==> src/rtl/shake_job_arbiter.sv <==
// Round-robin arbiter granting one whole SHAKE job at a time to one of NUM_REQ requesters.
// Latency: req sampled in IDLE -> ack/core_start next cycle; data paths are combinational muxes.
// Backpressure: in_ready/core_out_ready pass straight through to the winner; losers see ready=0.
module shake_job_arbiter #(
  parameter int NUM_REQ = 2,
  parameter int W       = 64,
  parameter int L       = 16,
  localparam int GW     = $clog2(NUM_REQ)
) (
  input  logic                 clk,
  input  logic                 rst,
  input  logic [NUM_REQ-1:0]   req,
  input  logic [NUM_REQ-1:0]   req_mode,
  input  logic [NUM_REQ*L-1:0] req_outlen,
  output logic [NUM_REQ-1:0]   req_ack,
  output logic [NUM_REQ-1:0]   req_done,
  input  logic [NUM_REQ-1:0]   in_valid,
  input  logic [NUM_REQ*W-1:0] in_data,
  input  logic [NUM_REQ-1:0]   in_last,
  output logic [NUM_REQ-1:0]   in_ready,
  output logic [NUM_REQ-1:0]   out_valid,
  output logic [W-1:0]         out_data,
  input  logic [NUM_REQ-1:0]   out_ready,
  input  logic                 core_idle,
  output logic                 core_start,
  output logic                 core_mode,
  output logic [L-1:0]         core_outlen,
  output logic                 core_in_valid,
  output logic [W-1:0]         core_in_data,
  output logic                 core_in_last,
  input  logic                 core_in_ready,
  input  logic                 core_out_valid,
  input  logic [W-1:0]         core_out_data,
  output logic                 core_out_ready,
  input  logic                 core_done,
  output logic                 busy,
  output logic [GW-1:0]        grant_id
);

  localparam logic [1:0] ST_IDLE   = 2'd0;
  localparam logic [1:0] ST_LAUNCH = 2'd1;
  localparam logic [1:0] ST_BUSY   = 2'd2;
  localparam logic [1:0] ST_DONE   = 2'd3;

  logic [1:0]    state;
  logic [GW-1:0] rr_ptr;
  logic          input_closed;
  logic          pick_vld;
  logic [GW-1:0] pick_id;
  logic          in_busy;

  assign in_busy = (state == ST_BUSY);

  // Round-robin search: first set req at or above rr_ptr, wrapping; scan downward so the nearest wins.
  always_comb begin
    int idx;
    pick_vld = 1'b0;
    pick_id  = '0;
    for (int k = NUM_REQ - 1; k >= 0; k--) begin
      idx = int'(rr_ptr) + k;
      if (idx >= NUM_REQ) idx = idx - NUM_REQ;
      if (req[idx]) begin
        pick_vld = 1'b1;
        pick_id  = idx[GW-1:0];
      end
    end
  end

  // Job FSM: grant capture, launch, run until core_done, then advance the round-robin pointer.
  always_ff @(posedge clk) begin
    if (rst) begin
      state        <= ST_IDLE;
      rr_ptr       <= '0;
      grant_id     <= '0;
      input_closed <= 1'b0;
      core_mode    <= 1'b0;
      core_outlen  <= '0;
    end else begin
      case (state)
        ST_IDLE: begin
          if (core_idle && pick_vld) begin
            grant_id    <= pick_id;
            core_mode   <= req_mode[pick_id];
            core_outlen <= req_outlen[pick_id*L +: L];
            state       <= ST_LAUNCH;
          end
        end
        ST_LAUNCH: begin
          input_closed <= 1'b0;
          state        <= ST_BUSY;
        end
        ST_BUSY: begin
          // Once the last message beat is in, further beats from the winner are refused.
          if (core_in_valid && core_in_ready && core_in_last) input_closed <= 1'b1;
          if (core_done) state <= ST_DONE;
        end
        default: begin
          rr_ptr <= (grant_id == GW'(NUM_REQ - 1)) ? '0 : grant_id + 1'b1;
          state  <= ST_IDLE;
        end
      endcase
    end
  end

  // Handshake pulses and data muxing; everything is forced to zero outside the relevant state.
  always_comb begin
    req_ack        = '0;
    req_done       = '0;
    in_ready       = '0;
    out_valid      = '0;
    core_start     = (state == ST_LAUNCH);
    busy           = (state != ST_IDLE);
    core_in_valid  = in_busy & in_valid[grant_id] & ~input_closed;
    core_in_data   = in_busy ? in_data[grant_id*W +: W] : '0;
    core_in_last   = in_busy & in_last[grant_id];
    core_out_ready = in_busy & out_ready[grant_id];
    out_data       = in_busy ? core_out_data : '0;
    if (state == ST_LAUNCH) req_ack[grant_id] = 1'b1;
    if (state == ST_DONE)   req_done[grant_id] = 1'b1;
    if (in_busy) begin
      in_ready[grant_id]  = core_in_ready & ~input_closed;
      out_valid[grant_id] = core_out_valid;
    end
  end

endmodule

==> config.mk <==
export PLATFORM = sky130hd
export DESIGN_NAME = shake_job_arbiter
export DESIGN_NICKNAME = d
export VERILOG_FILES = /design/src/rtl/shake_job_arbiter.sv
export SDC_FILE = /design/constraint.sdc
export NUM_CORES = 1
export LEC_CHECK = 0
export BUFFER_PORTS_ARGS = -buffer_cell sky130_fd_sc_hd__buf_2
export CORE_AREA = 2 2 157 159
export CTS_CLUSTER_DIAMETER = 60
export DETAILED_ROUTE_END_ITERATION = 12
export DIE_AREA = 0 0 159 161
export PLACE_DENSITY = 0.39
export SLEW_MARGIN = 20
export SYNTH_ARGS = -nofsm -noshare
export SYNTH_HDL_FRONTEND = slang
export SYNTH_SLANG_ARGS = --single-unit
==> constraint.sdc <==
create_clock -name clk -period 1.6 [get_ports clk]
set_input_delay 0.08 -clock clk [delete_from_list [all_inputs] [get_ports clk]]
set_output_delay 0.08 -clock clk [all_outputs]
set_load 0.02 [all_outputs]
==> PnR_summary.wiki, run 1 <==
{| class="wikitable"
! Metric !! Value
|-
| Result of the run || complete, no violations
|-
| Layout net count || 1016
|-
| Max Root-Sink Buffers || 2
|-
| Root Buffer || clkbuf_16
|-
| Final worst-path cycle share || approximately 100%
|-
| Synth top area cells || mux2i_1 24%, dfxtp_1 16%, nor2b_1 15%
|-
| RSZ-0062 raised after global routing || yes
|-
| Maximum fanout encountered on the critical timing path || 26
|-
| Non-filler instance count after layout || between 1000 and 1500
|-
| Effective utilization at floorplan || about an eighth
|-
| Number of cells produced by synthesis || 364
|-
| Post-synth top area share || between 20% and 30%
|-
| Clock share of power || 10.2%
|-
| Hold Vio Cnt, Final || 0
|-
| Post-synthesis mux area share || between 20% and 30%
|-
| Xor/xnor cell area share of the yosys netlist || 0%
|-
| Drt first pass iters || 4
|-
| Cell with the biggest individual delay on the critical path || dfxtp_2
|-
| Reported net switching power || ~2.8 mW
|-
| Global-route total usage across every layer || between 10% and 20%
|-
| Portion of the post-synthesis area used by sequential elements || between 15 and 20%
|-
| Core area || ~0.024 sq mm
|-
| Nature of the critical path startpoint || flip-flop
|-
| Post-synthesis sequential element count || 22
|-
| Comb power frac || 77.2%
|-
| Sequence of cells on the critical path || inv_2 -> ha_4 -> buf_12 -> buf_16 -> nor2b_1 -> buf_4
|-
| Total power || between 6 and 7 mW
|-
| Residual antenna-violating net count after detailed routing || 0
|-
| Share of synthesized cell area in full adder, half adder and majority cells || 1.77%
|-
| Skew-Pair Late Insertion Delay || between 0.2 and 0.3 ns
|-
| Number of antenna violations at the first check in global routing || 4
|-
| Type of the setup path with the least slack || flip-flop to output port
|-
| Full die area || 0.0256 sq mm
|-
| Final Slew Violations || 0
|-
| Leak Pwr || 3.04 nW
|-
| First-iteration detailed-routing DRC count || approximately 120
|-
| Sw frac || between 40 and 50%
|-
| Number of global-route vias before repair || roughly 4000
|-
| Max IR drop VDD || around 380 uV
|-
| Area growth, synth to finish || 106%
|-
| Number of clock sinks || 22
|-
| Simple-gate share of the synthesized area || between 30% and 40%
|-
| Count of endpoints failing setup in the final report || 0
|-
| Number of nets in the synthesized netlist || ~610
|-
| # DRC || 0
|-
| Remaining global-route overflow || 0
|-
| Maximum level of the CTS H-tree || 1
|-
| Fill count || 2719
|-
| Placed Instances || about 1100
|-
| Mean cell area of the mapped netlist || between 7 and 8 sq um
|-
| Final HPWL DP || 12.3 mm
|-
| Slowest cell delay on critical path || roughly 0.33 ns
|-
| Clock tree from TritonCTS || built
|-
| Distinct cells, synth || 29
|-
| Data required time at the worst endpoint || between 1.5 and 2 ns
|-
| Total of buffers placed on input and output ports || about 400
|-
| Dominant combinational cell family by area after synthesis || simple AND/OR/NAND/NOR gates
|-
| Number of warnings reported in the yosys synthesis log || 0
|-
| Clock-pin slew on the worst setup and hold paths || approximately 0.07 ns
|-
| Vias per cell || about 3.7
|-
| Buffers & Inverters on Critical Path || 4
|-
| Class of the tightest hold or removal check || input port to flip-flop
|-
| Overall via count from detail_route || about 4100
|-
| First-pass GRT wire length || 22.9 mm
|-
| Worst rel slew slack || roughly three fifths
|-
| Crit end category || output port
|-
| Compound-cell area share of the yosys netlist || 11.7%
|-
| Layout Skew || ~0.003 ns
|-
| Slew at the pin closest to its max-slew limit || 0.607 ns
|-
| Max Clock Freq || between 600 and 700 MHz
|-
| Per-cell routed wire length || 15.0 um
|-
| Areal power density over the cells || about 1000 mW/mm^2
|-
| X dimension of the die || roughly 160 um
|-
| Vertical die dimension || 161 um
|-
| Minimum clock period after layout || roughly 1.6 ns
|-
| Reg-to-reg setup timing slack || ~0.05 ns
|-
| Total detailed-routing wirelength || between 15 and 20 mm
|-
| Total standard cell area after synthesis || ~0.0028 sq mm
|-
| Arrival time of the worst setup path || roughly 1.5 ns
|-
| Layout cell share with drive strength beyond 1 || 61.0%
|-
| Top cell family by delay on the critical path || buffers and inverters
|-
| Total number of placement rows || 57
|-
| Share of total power in sequential cells || 12.6%
|-
| Cts bufs inserted || 3
|-
| Max capacitance violation total || 0
|-
| Internal power component || approximately 3.2 mW
|-
| Cell type with the largest total area after synthesis || mux2i_1
|-
| Routability cong. || around 0.79
|-
| Io pins || around 400
|-
| Largest net degree at the start of global routing || 38
|}
[cells in the mapped netlist]
cell and n:
a41o_1 1, nand2b_1 2, nor3_1 2, o21ai_0 31, ha_1 4, a21oi_1 1, a31oi_1 17, buf_4 5
buf_6 4, buf_2 3, and2_1 66, o211a_4 1, clkbuf_2 2, nand3_1 18, o21ai_1 4, nor2_1 5
mux2i_1 68, nor2b_1 70, and2b_1 1, inv_1 5, o21ai_2 1, clkbuf_1 14, nand2_1 4, and3_1 3
mux2_4 1, and2b_4 1, buf_8 7, a21oi_2 1, dfxtp_1 22
[layout make-up]
class	instances	area [sq um]	area share, %
multi-input combinational	302	2180	37.3
inverter	5	18.8	0.321
sequential	22	447	7.65
timing repair buffer	438	2700	46.2
tap	324	405	6.94
antenna	2	5.00	0.0857
clock buffer	4	88.8	1.52
[repair_timing]
| action | in CTS | in global routing |
|---|---|---|
| hold buffers | 0 | 0 |
| cloned | 4 | 3 |
| resized for setup | 24 | 57 |
| setup buffers | 8 | 10 |
| pin swaps | 1 | 0 |
| setup endpoints to repair | 127 | 84 |
[cells in the final DEF, fill, tap and decap left out, types with 2 or more instances in the layout]
cell       instances
and3_1             3
mux2i_2            6
buf_6              3
dfxtp_1           19
nand2b_1           2
o21ai_0           31
nor3_1             2
buf_4             63
inv_1              4
buf_12            11
diode_2            2
nand2_1            4
buf_2            352
a31oi_1           17
nor2_1             5
dfxtp_2            2
and2_1            66
ha_1               3
buf_16             4
mux2i_1           62
nor2b_2           11
nand3_1           18
o21ai_1            4
nor2b_1           58
clkbuf_16          6
[routing by layer]
layer | part of all wire, % | vias to the layer above | track usage [%]
li1 | - | 2053 | -
met2 | 50 | 200 | 20.3
met1 | 41 | 1816 | 13.7
met5 | 0.10 | - | 0
met3 | 7.7 | 14 | 2.75
met4 | 1.0 | 2 | 2.07
[stage by stage]
stage	util [%]	worst slack (ns)	hold slack [ns]	TNS [ns]	cell area (sq um)
after floorplan	-	0.146	0.149	0	2840
after global placement	21.7	0.140	0.322	0	5200
after detailed placement	21.7	0.124	0.318	0	5200
after CTS	23.0	0.00703	0.0409	0	5510
after global routing	24.4	-0.0779	0.0524	-0.242	5840
final	24.4	0.00211	0.0402	0	5840
[kinds of logic after synthesis]
family,Yosys count
compound gates,57
simple gates,172
buf+inv,40
fa+ha+maj,4
flops,22
mux,69
[path summary, 6_finish.rpt]
| check | depth (start not counted) | start | endpoint |
|---|---|---|---|
| setup / recovery | 6 | state[0] | core_in_data[61] |
| setup reg to reg | 7 | state[0] | state[0] |
| hold / removal | 2 | rst | grant_id |
| hold reg to reg | 2 | state[1] | state[1] |
[power groups by stage]
| stage | clock network [mW] | logic, mW | registers (mW) |
|---|---|---|---|
| CTS | 0.624 | 4.36 | 0.766 |
| floorplan | 0 | 2.36 | 0.880 |
| detailed placement | 0 | 3.91 | 0.771 |
| finish | 0.610 | 4.63 | 0.759 |
| global route | 0.645 | 4.96 | 0.775 |
| global placement | 0 | 3.92 | 0.778 |
[flip-flops by register name, indices dropped and copies added (netlist names)]
| signal | cells |
|---|---|
| core_outlen | 16 |
| state | 2 |
| core_mode | 1 |
| grant_id | 1 |
| input_closed | 1 |
| rr_ptr | 1 |
(Power assumes the default switching activity.)
==> run 2, diff against run 1 <==
--- a/config.mk
+++ b/config.mk
@@ -10,6 +10,7 @@
 export CTS_CLUSTER_DIAMETER = 60
 export DETAILED_ROUTE_END_ITERATION = 12
 export DIE_AREA = 0 0 159 161
+export MAX_ROUTING_LAYER = met4
 export PLACE_DENSITY = 0.39
 export SLEW_MARGIN = 20
 export SYNTH_ARGS = -nofsm -noshare
==> run 2 against run 1 <==
Sequential share of layout area about the same; register-to-register slack hardly changed; cell area about the same; clock power is essentially flat; wire length barely moved; largest power group unchanged; maximum frequency decreased by 0.13%.
==> PnR_summary.wiki, run 2 (synthesis gave the netlist of run 1 again) <==
{| class="wikitable"
! Metric !! Value
|-
| Result of the run || complete, no violations
|-
| Final HPWL DP || 12.3 mm (unchanged)
|-
| Cts bufs inserted || 3 (unchanged)
|-
| First-iteration detailed-routing DRC count || 113 (-1.7%)
|-
| Nature of the critical path startpoint || flip-flop
|-
| Maximum fanout encountered on the critical timing path || 26 (unchanged)
|-
| Internal power component || 3.17 mW (about the same)
|-
| Number of antenna violations at the first check in global routing || 4 (unchanged)
|-
| Layout Skew || 0.00329 ns (+0.000347 ns)
|-
| First-pass GRT wire length || 22.9 mm (-0.12%)
|-
| Clock share of power || 10.2% (about the same)
|-
| Layout cell share with drive strength beyond 1 || 61.0% (unchanged)
|-
| Vertical die dimension || 161 um (unchanged)
|-
| Max IR drop VDD || 382 uV (+0.33%)
|-
| Remaining global-route overflow || 0 (unchanged)
|-
| Effective utilization at floorplan || 11.8% (unchanged)
|-
| Hold Vio Cnt, Final || 0 (unchanged)
|-
| Reg-to-reg setup timing slack || 0.05 ns (about the same)
|-
| Critical register-to-register path endpoint || state[0]
|-
| Max capacitance violation total || 0 (unchanged)
|-
| Largest net degree at the start of global routing || 38 (unchanged)
|-
| Count of endpoints failing setup in the final report || 0 (unchanged)
|-
| Reg-to-reg critical path startpoint || state[0]
|-
| Clock-pin slew on the worst setup and hold paths || 0.06 ns (about the same)
|-
| Register with the highest flop count || core_outlen
|-
| Full die area || 0.0256 sq mm (unchanged)
|-
| Fill count || 2719 (unchanged)
|-
| Io pins || 399 (unchanged)
|-
| Area growth, synth to finish || 106% (about the same)
|-
| RSZ-0062 raised after global routing || yes
|-
| Total power || 6.00 mW (about the same)
|-
| Total of buffers placed on input and output ports || 398 (unchanged)
|-
| Critical Path End || core_in_data[61]
|-
| Maximum level of the CTS H-tree || 1 (unchanged)
|-
| Type of the setup path with the least slack || flip-flop to output port
|-
| Drt first pass iters || 4 (unchanged)
|-
| Total number of placement rows || 57 (unchanged)
|-
| Routability cong. || 0.806 (+1.4%)
|-
| Areal power density over the cells || 1030 mW/mm^2 (about the same)
|-
| Total detailed-routing wirelength || 16.4 mm (about the same)
|-
| Sw frac || 47.2% (about the same)
|-
| X dimension of the die || 159 um (unchanged)
|-
| Skew-Pair Late Insertion Delay || 0.26 ns (about the same)
|-
| Leak Pwr || 3.04 nW (about the same)
|-
| Critical path origin || state[0]
|-
| Hold-fix buffers at CTS || 0 (unchanged)
|-
| Worst Reg-to-Reg Cells || 7 (unchanged)
|-
| Worst rel slew slack || 59.9% (+0.42 points)
|-
| Residual antenna-violating net count after detailed routing || 0 (unchanged)
|-
| Core area || 0.0240 sq mm (unchanged)
|-
| # DRC || 0 (unchanged)
|-
| Slew at the pin closest to its max-slew limit || 0.601 ns (-0.00624 ns)
|-
| Share of total power in sequential cells || 12.6% (about the same)
|-
| Worst hold-check slack || 0.0408 ns (+0.000513 ns)
|-
| Arrival time of the worst setup path || 1.52 ns (about the same)
|-
| Max Root-Sink Buffers || 2 (unchanged)
|-
| Class of the tightest hold or removal check || input port to flip-flop
|-
| Final worst-path cycle share || 100% (+0.13 points)
|-
| Final Slew Violations || 0 (unchanged)
|-
| Most common library cell in the layout ignoring fill and taps || buf_2
|-
| Global-route total usage across every layer || 11.6% (+0.33 points)
|-
| Comb power frac || 77.2% (about the same)
|-
| Overall via count from detail_route || 4116 (+0.76%)
|-
| Flip-flop count of the largest register after layout || 16 (unchanged)
|-
| Clock tree from TritonCTS || built
|-
| Vias per cell || 3.75 (+0.67%)
|-
| Data required time at the worst endpoint || 1.52 ns (about the same)
|-
| Number of global-route vias before repair || 3916 (+0.15%)
|-
| Per-cell routed wire length || 14.9 um (about the same)
|-
| Root Buffer || clkbuf_16
|-
| Max Clock Freq || 625 MHz (-0.13%)
|-
| Crit end category || output port
|-
| Reported net switching power || 2.84 mW (about the same)
|-
| Layout net count || 1016 (unchanged)
|-
| Commonest cells after routing, fill and taps aside || 352 x buf_2, 66 x and2_1, 63 x buf_4
|-
| Minimum clock period after layout || 1.60 ns (+0.00209 ns)
|-
| Number of clock sinks || 22 (unchanged)
|-
| Worst Hold Path Cells || 2 (unchanged)
|-
| Biggest regs || core_outlen: 16 flops, state: 2 flops
|}
==> run 2: cell types whose count changed in the layout (fill, tap and decap cells not counted), sizes merged <==
| cell | change |
|---|---|
| diode | +1 |
==> run 2: worst min path at each step <==
stage                     from       end  slack, ns
after floorplan            rst  grant_id       0.15
after global placement     rst  grant_id       0.32
after detailed placement   rst  grant_id       0.32
after CTS                  rst  grant_id       0.04
after global routing       rst  grant_id       0.05
final                      rst  grant_id       0.04
==> run 2: what timing repair did <==
| item | CTS | global route |
|---|---|---|
| setup buffers | 8 | 10 |
| resized for setup | 24 | 57 |
| cloned | 4 | 3 |
| setup endpoints to repair | 127 | 84 |
| pin swaps | 1 | 0 |
==> run 2: final cells by class <==
| cell class | count | area [sq um] | area share (%) |
|---|---|---|---|
| Tap cell | 324 | 405 | 6.94 |
| Inverter | 5 | 18.8 | 0.321 |
| Sequential cell | 22 | 447 | 7.64 |
| Timing Repair Buffer | 438 | 2700 | 46.1 |
| Clock buffer | 4 | 88.8 | 1.52 |
| Multi-Input combinational cell | 302 | 2180 | 37.3 |
| Antenna cell | 3 | 7.51 | 0.128 |
==> run 2: per-stage QoR <==
stage / worst slack (ns) / utilization, % / area [sq um] / instances / setup TNS [ns]
2_1_floorplan: 0.146 / - / 2840 / 364 / 0
3_3_place_gp: 0.140 / 21.7 / 5200 / 1066 / 0
3_5_place_dp: 0.124 / 21.7 / 5200 / 1066 / 0
4_1_cts: 0.00703 / 23.0 / 5510 / 1082 / 0
5_1_grt: -0.0779 / 24.4 / 5840 / 1098 / -0.242
6_report: 0.0000155 / 24.4 / 5840 / 1098 / 0
==> run 2: metal layers <==
layer / wire length [um] / global-route usage [%] / vias to the layer above
met5: 0 / - / -
met4: 162 / 2.07 / 0
met3: 1210 / 2.31 / 12
met2: 8220 / 20.4 / 206
met1: 6820 / 13.9 / 1842
li1: - / - / 2056
==> run 2: power groups by stage <==
stage	registers, mW	clock network [mW]	logic [mW]
2_1_floorplan	0.880	0	2.36
3_3_place_gp	0.778	0	3.92
3_5_place_dp	0.771	0	3.91
4_1_cts	0.766	0.624	4.36
5_1_grt	0.775	0.645	4.95
6_report	0.758	0.610	4.63
==> run 2: worst max-delay path, cell delays in order, from the launching register on <==
cell and delay, ns:
dfxtp_2 0.32, inv_2 0.08, ha_4 0.16, buf_12 0.15, buf_16 0.17, nor2b_1 0.20
buf_4 0.17
==> run 3, diff against run 2 <==
--- a/config.mk
+++ b/config.mk
@@ -6,10 +6,10 @@
 export NUM_CORES = 1
 export LEC_CHECK = 0
 export BUFFER_PORTS_ARGS = -buffer_cell sky130_fd_sc_hd__buf_2
-export CORE_AREA = 2 2 157 159
+export CORE_AREA = 2 2 155 157
 export CTS_CLUSTER_DIAMETER = 60
 export DETAILED_ROUTE_END_ITERATION = 12
-export DIE_AREA = 0 0 159 161
+export DIE_AREA = 0 0 157 159
 export MAX_ROUTING_LAYER = met4
 export PLACE_DENSITY = 0.39
 export SLEW_MARGIN = 20
==> run 3 against run 2 <==
Count of clock-buffer cells in the layout did not move; non-clock buffer count decreased by 11; clock skew grew 0.0011 ns; largest cell class unchanged; register-to-register slack about the same; highest routed layer unchanged; combinational power shrank 1%; flip-flop and latch count stayed put; critical path depth is 1 higher; first-iteration DRC count up 16%; power decreased by 0.90%; maximum frequency increased by 0.20%.
==> PnR_summary.wiki, run 3 (synthesis gave the netlist of run 1 again) <==
{| class="wikitable"
! Metric !! Value
|-
| Fill count || 2603 (-4.3%)
|-
| Final std cell area, no fill || 0.00578 sq mm (-1.1%)
|-
| Amount of wire on met2 after detailed routing || 7.92 mm (-3.7%)
|-
| Clock tree from TritonCTS || built
|-
| Register with the highest flop count || core_outlen
|-
| Layout cell share with drive strength beyond 1 || 61.6% (+0.67 points)
|-
| Hold Vio Cnt, Final || 0 (unchanged)
|-
| Flip-flop count of the largest register after layout || 16 (unchanged)
|-
| RSZ-0062 raised after global routing || yes
|-
| Worst hold-check slack || 0.0564 ns (+0.0157 ns)
|-
| Count of endpoints failing setup in the final report || 0 (unchanged)
|-
| Data required time at the worst endpoint || 1.52 ns (about the same)
|-
| Effective utilization at floorplan || 12.2% (+0.39 points)
|-
| Remaining global-route overflow || 0 (unchanged)
|-
| Total power || 5.95 mW (-0.90%)
|-
| Global-route total usage across every layer || 11.4% (-0.20 points)
|-
| Sequence of cells on the critical path || inv_4 -> ha_4 -> buf_12 -> buf_12 -> buf_16 -> and2_1 -> buf_2
|-
| Layout net count || 1006 (-0.98%)
|-
| X dimension of the die || 157 um (-1.3%)
|-
| Critical Path End || out_data[39]
|-
| Minimum clock period after layout || 1.60 ns (-0.00321 ns)
|-
| Worst Reg-to-Reg Cells || 7 (unchanged)
|-
| Reg-to-reg setup timing slack || 0.04 ns (about the same)
|-
| Number of antenna violations at the first check in global routing || 1 (-3)
|-
| Area growth, synth to finish || 104%
|-
| Max IR drop VDD || 576 uV (+51%)
|-
| Hold-fix buffers at CTS || 0 (unchanged)
|-
| Worst path setup slack after routing || 0.00322 ns (+0.00321 ns)
|-
| First-iteration detailed-routing DRC count || 131 (+16%)
|-
| Drt first pass iters || 4 (unchanged)
|-
| Overall via count from detail_route || 3988 (-3.1%)
|-
| First-pass GRT wire length || 21.8 mm (-4.9%)
|-
| Total of buffers placed on input and output ports || 398 (unchanged)
|-
| Non-filler instance count after layout || 1081 (-1.5%)
|-
| Max capacitance violation total || 0 (unchanged)
|-
| Slowest cell delay on critical path || 0.35 ns (+0.03 ns)
|-
| Crit end category || output port
|-
| Biggest regs || core_outlen: 16 flops, state: 2 flops
|-
| Final Slew Violations || 0 (unchanged)
|-
| Number of clock sinks || 22 (unchanged)
|-
| Routed length on met1 || 6.53 mm (-4.3%)
|-
| Type of the setup path with the least slack || flip-flop to output port
|-
| Vertical die dimension || 159 um (-1.2%)
|-
| Skew-Pair Late Insertion Delay || 0.26 ns (about the same)
|-
| Critical path origin || state[0]
|-
| Class of the tightest hold or removal check || input port to flip-flop
|-
| Full die area || 0.0250 sq mm (-2.5%)
|-
| Cell Area, Placed || 0.00521 sq mm (+0.31%)
|-
| Worst rel slew slack || 61.0% (+1.1 points)
|-
| Max Root-Sink Buffers || 2 (unchanged)
|-
| Per-cell routed wire length || 14.6 um (-2.4%)
|-
| Most common library cell in the layout ignoring fill and taps || buf_2
|-
| # DRC || 0 (unchanged)
|-
| Max Clock Freq || 626 MHz (+0.20%)
|-
| Io pins || 399 (unchanged)
|-
| Placed Instances || 1064 (-0.19%)
|-
| Leak Pwr || 2.99 nW (-1.8%)
|-
| Result of the run || complete, no violations
|-
| Vias per cell || 3.69 (-1.6%)
|-
| Layout Skew || 0.00440 ns (+0.00110 ns)
|-
| Commonest cells after routing, fill and taps aside || 347 x buf_2, 65 x mux2i_1, 59 x nor2b_1
|-
| Reg-to-reg critical path startpoint || state[0]
|-
| Final worst-path cycle share || 99.8% (-0.20 points)
|-
| Total detailed-routing wirelength || 15.8 mm (-3.9%)
|-
| Critical register-to-register path endpoint || state[0]
|-
| Final HPWL DP || 12.6 mm (+2.8%)
|-
| Total number of placement rows || 56 (-1.8%)
|-
| Areal power density over the cells || 1030 mW/mm^2 (+0.19%)
|-
| Clock-pin slew on the worst setup and hold paths || 0.06 ns (about the same)
|-
| Startpoint of the most critical hold path || rst
|-
| Cell type with the highest occurrence count on the critical path || buf_12
|-
| Number of global-route vias before repair || 3834 (-2.1%)
|-
| Cell with the biggest individual delay on the critical path || dfxtp_2
|-
| Root Buffer || clkbuf_16
|-
| Arrival time of the worst setup path || 1.52 ns (about the same)
|-
| Cts bufs inserted || 3 (unchanged)
|-
| Maximum fanout encountered on the critical timing path || 19 (-27%)
|-
| Nature of the critical path startpoint || flip-flop
|-
| Maximum level of the CTS H-tree || 1 (unchanged)
|-
| Largest net degree at the start of global routing || 38 (unchanged)
|-
| Total length of routed met3 wires || 1.19 mm (-2.0%)
|-
| Core area || 0.0232 sq mm (-3.2%)
|-
| Top Metal Used || met4
|-
| Routability cong. || 0.819 (+1.7%)
|-
| Slew at the pin closest to its max-slew limit || 0.584 ns (-0.0170 ns)
|-
| Placement-stage worst setup slack || 0.0317 ns (-0.0927 ns)
|-
| Residual antenna-violating net count after detailed routing || 0 (unchanged)
|}
[run 3: cell count changes in the layout (fill, tap and decap cells not counted), sizes merged]
cell / delta
buf: -7
clkbuf: -4
diode: -2
o211a: +1
[run 3: through the flow]
step                TNS (ns)  utilization (%)
finish                     0             24.9
global route          -0.780             24.9
CTS                 -0.00821             23.9
detailed placement         0             22.5
global placement           0             22.5
floorplan                  0                -
[run 3: worst min-delay path by stage]
| stage | to | slack, ns | cells past startpoint |
|---|---|---|---|
| floorplan | grant_id | 0.15 | 1 |
| global placement | grant_id | 0.32 | 2 |
| detailed placement | grant_id | 0.33 | 2 |
| CTS | grant_id | 0.06 | 2 |
| global route | grant_id | 0.07 | 2 |
| finish | grant_id | 0.06 | 2 |
[run 3: repair_timing]
| action | 4_1_cts | 5_1_grt |
|---|---|---|
| gates resized for setup | 24 | 86 |
| endpoints found under the setup margin | 123 | 109 |
| buffers inserted | 8 | 1 |
| pin swaps | 1 | 2 |
| cloned | 3 | 1 |
[run 3: final cells by class]
type / count / area, sq um / area share, %
Antenna cell: 1 / 2.50 / 0.0433
Timing Repair Buffer: 427 / 2600 / 45.0
Tap cell: 319 / 399 / 6.90
Sequential cell: 22 / 449 / 7.77
Clock buffer: 4 / 88.8 / 1.54
Inverter: 5 / 21.3 / 0.368
Multi-Input combinational cell: 303 / 2220 / 38.4
[run 3: power breakdown]
group,total (mW),switching [mW],leakage (nW),internal (mW)
Combinational,4.58,2.48,2.76,2.09
Clock,0.592,0.210,0.0442,0.382
Sequential,0.778,0.0899,0.183,0.689
[run 3: layer usage]
layer | up-vias | GRT usage [%]
met5 | - | -
met4 | 0 | 1.54
met3 | 10 | 1.96
met2 | 188 | 20.9
met1 | 1754 | 13.2
li1 | 2036 | -
[run 3: critical path, delay by kind of cell, from the launching register on]
| family | cells | cell delay (ns) |
|---|---|---|
| adder cells (fa/ha/maj) | 1 | 0.16 |
| flip-flops | 1 | 0.35 |
| buffers and inverters | 5 | 0.61 |
| AND/OR/NAND/NOR | 1 | 0.14 |
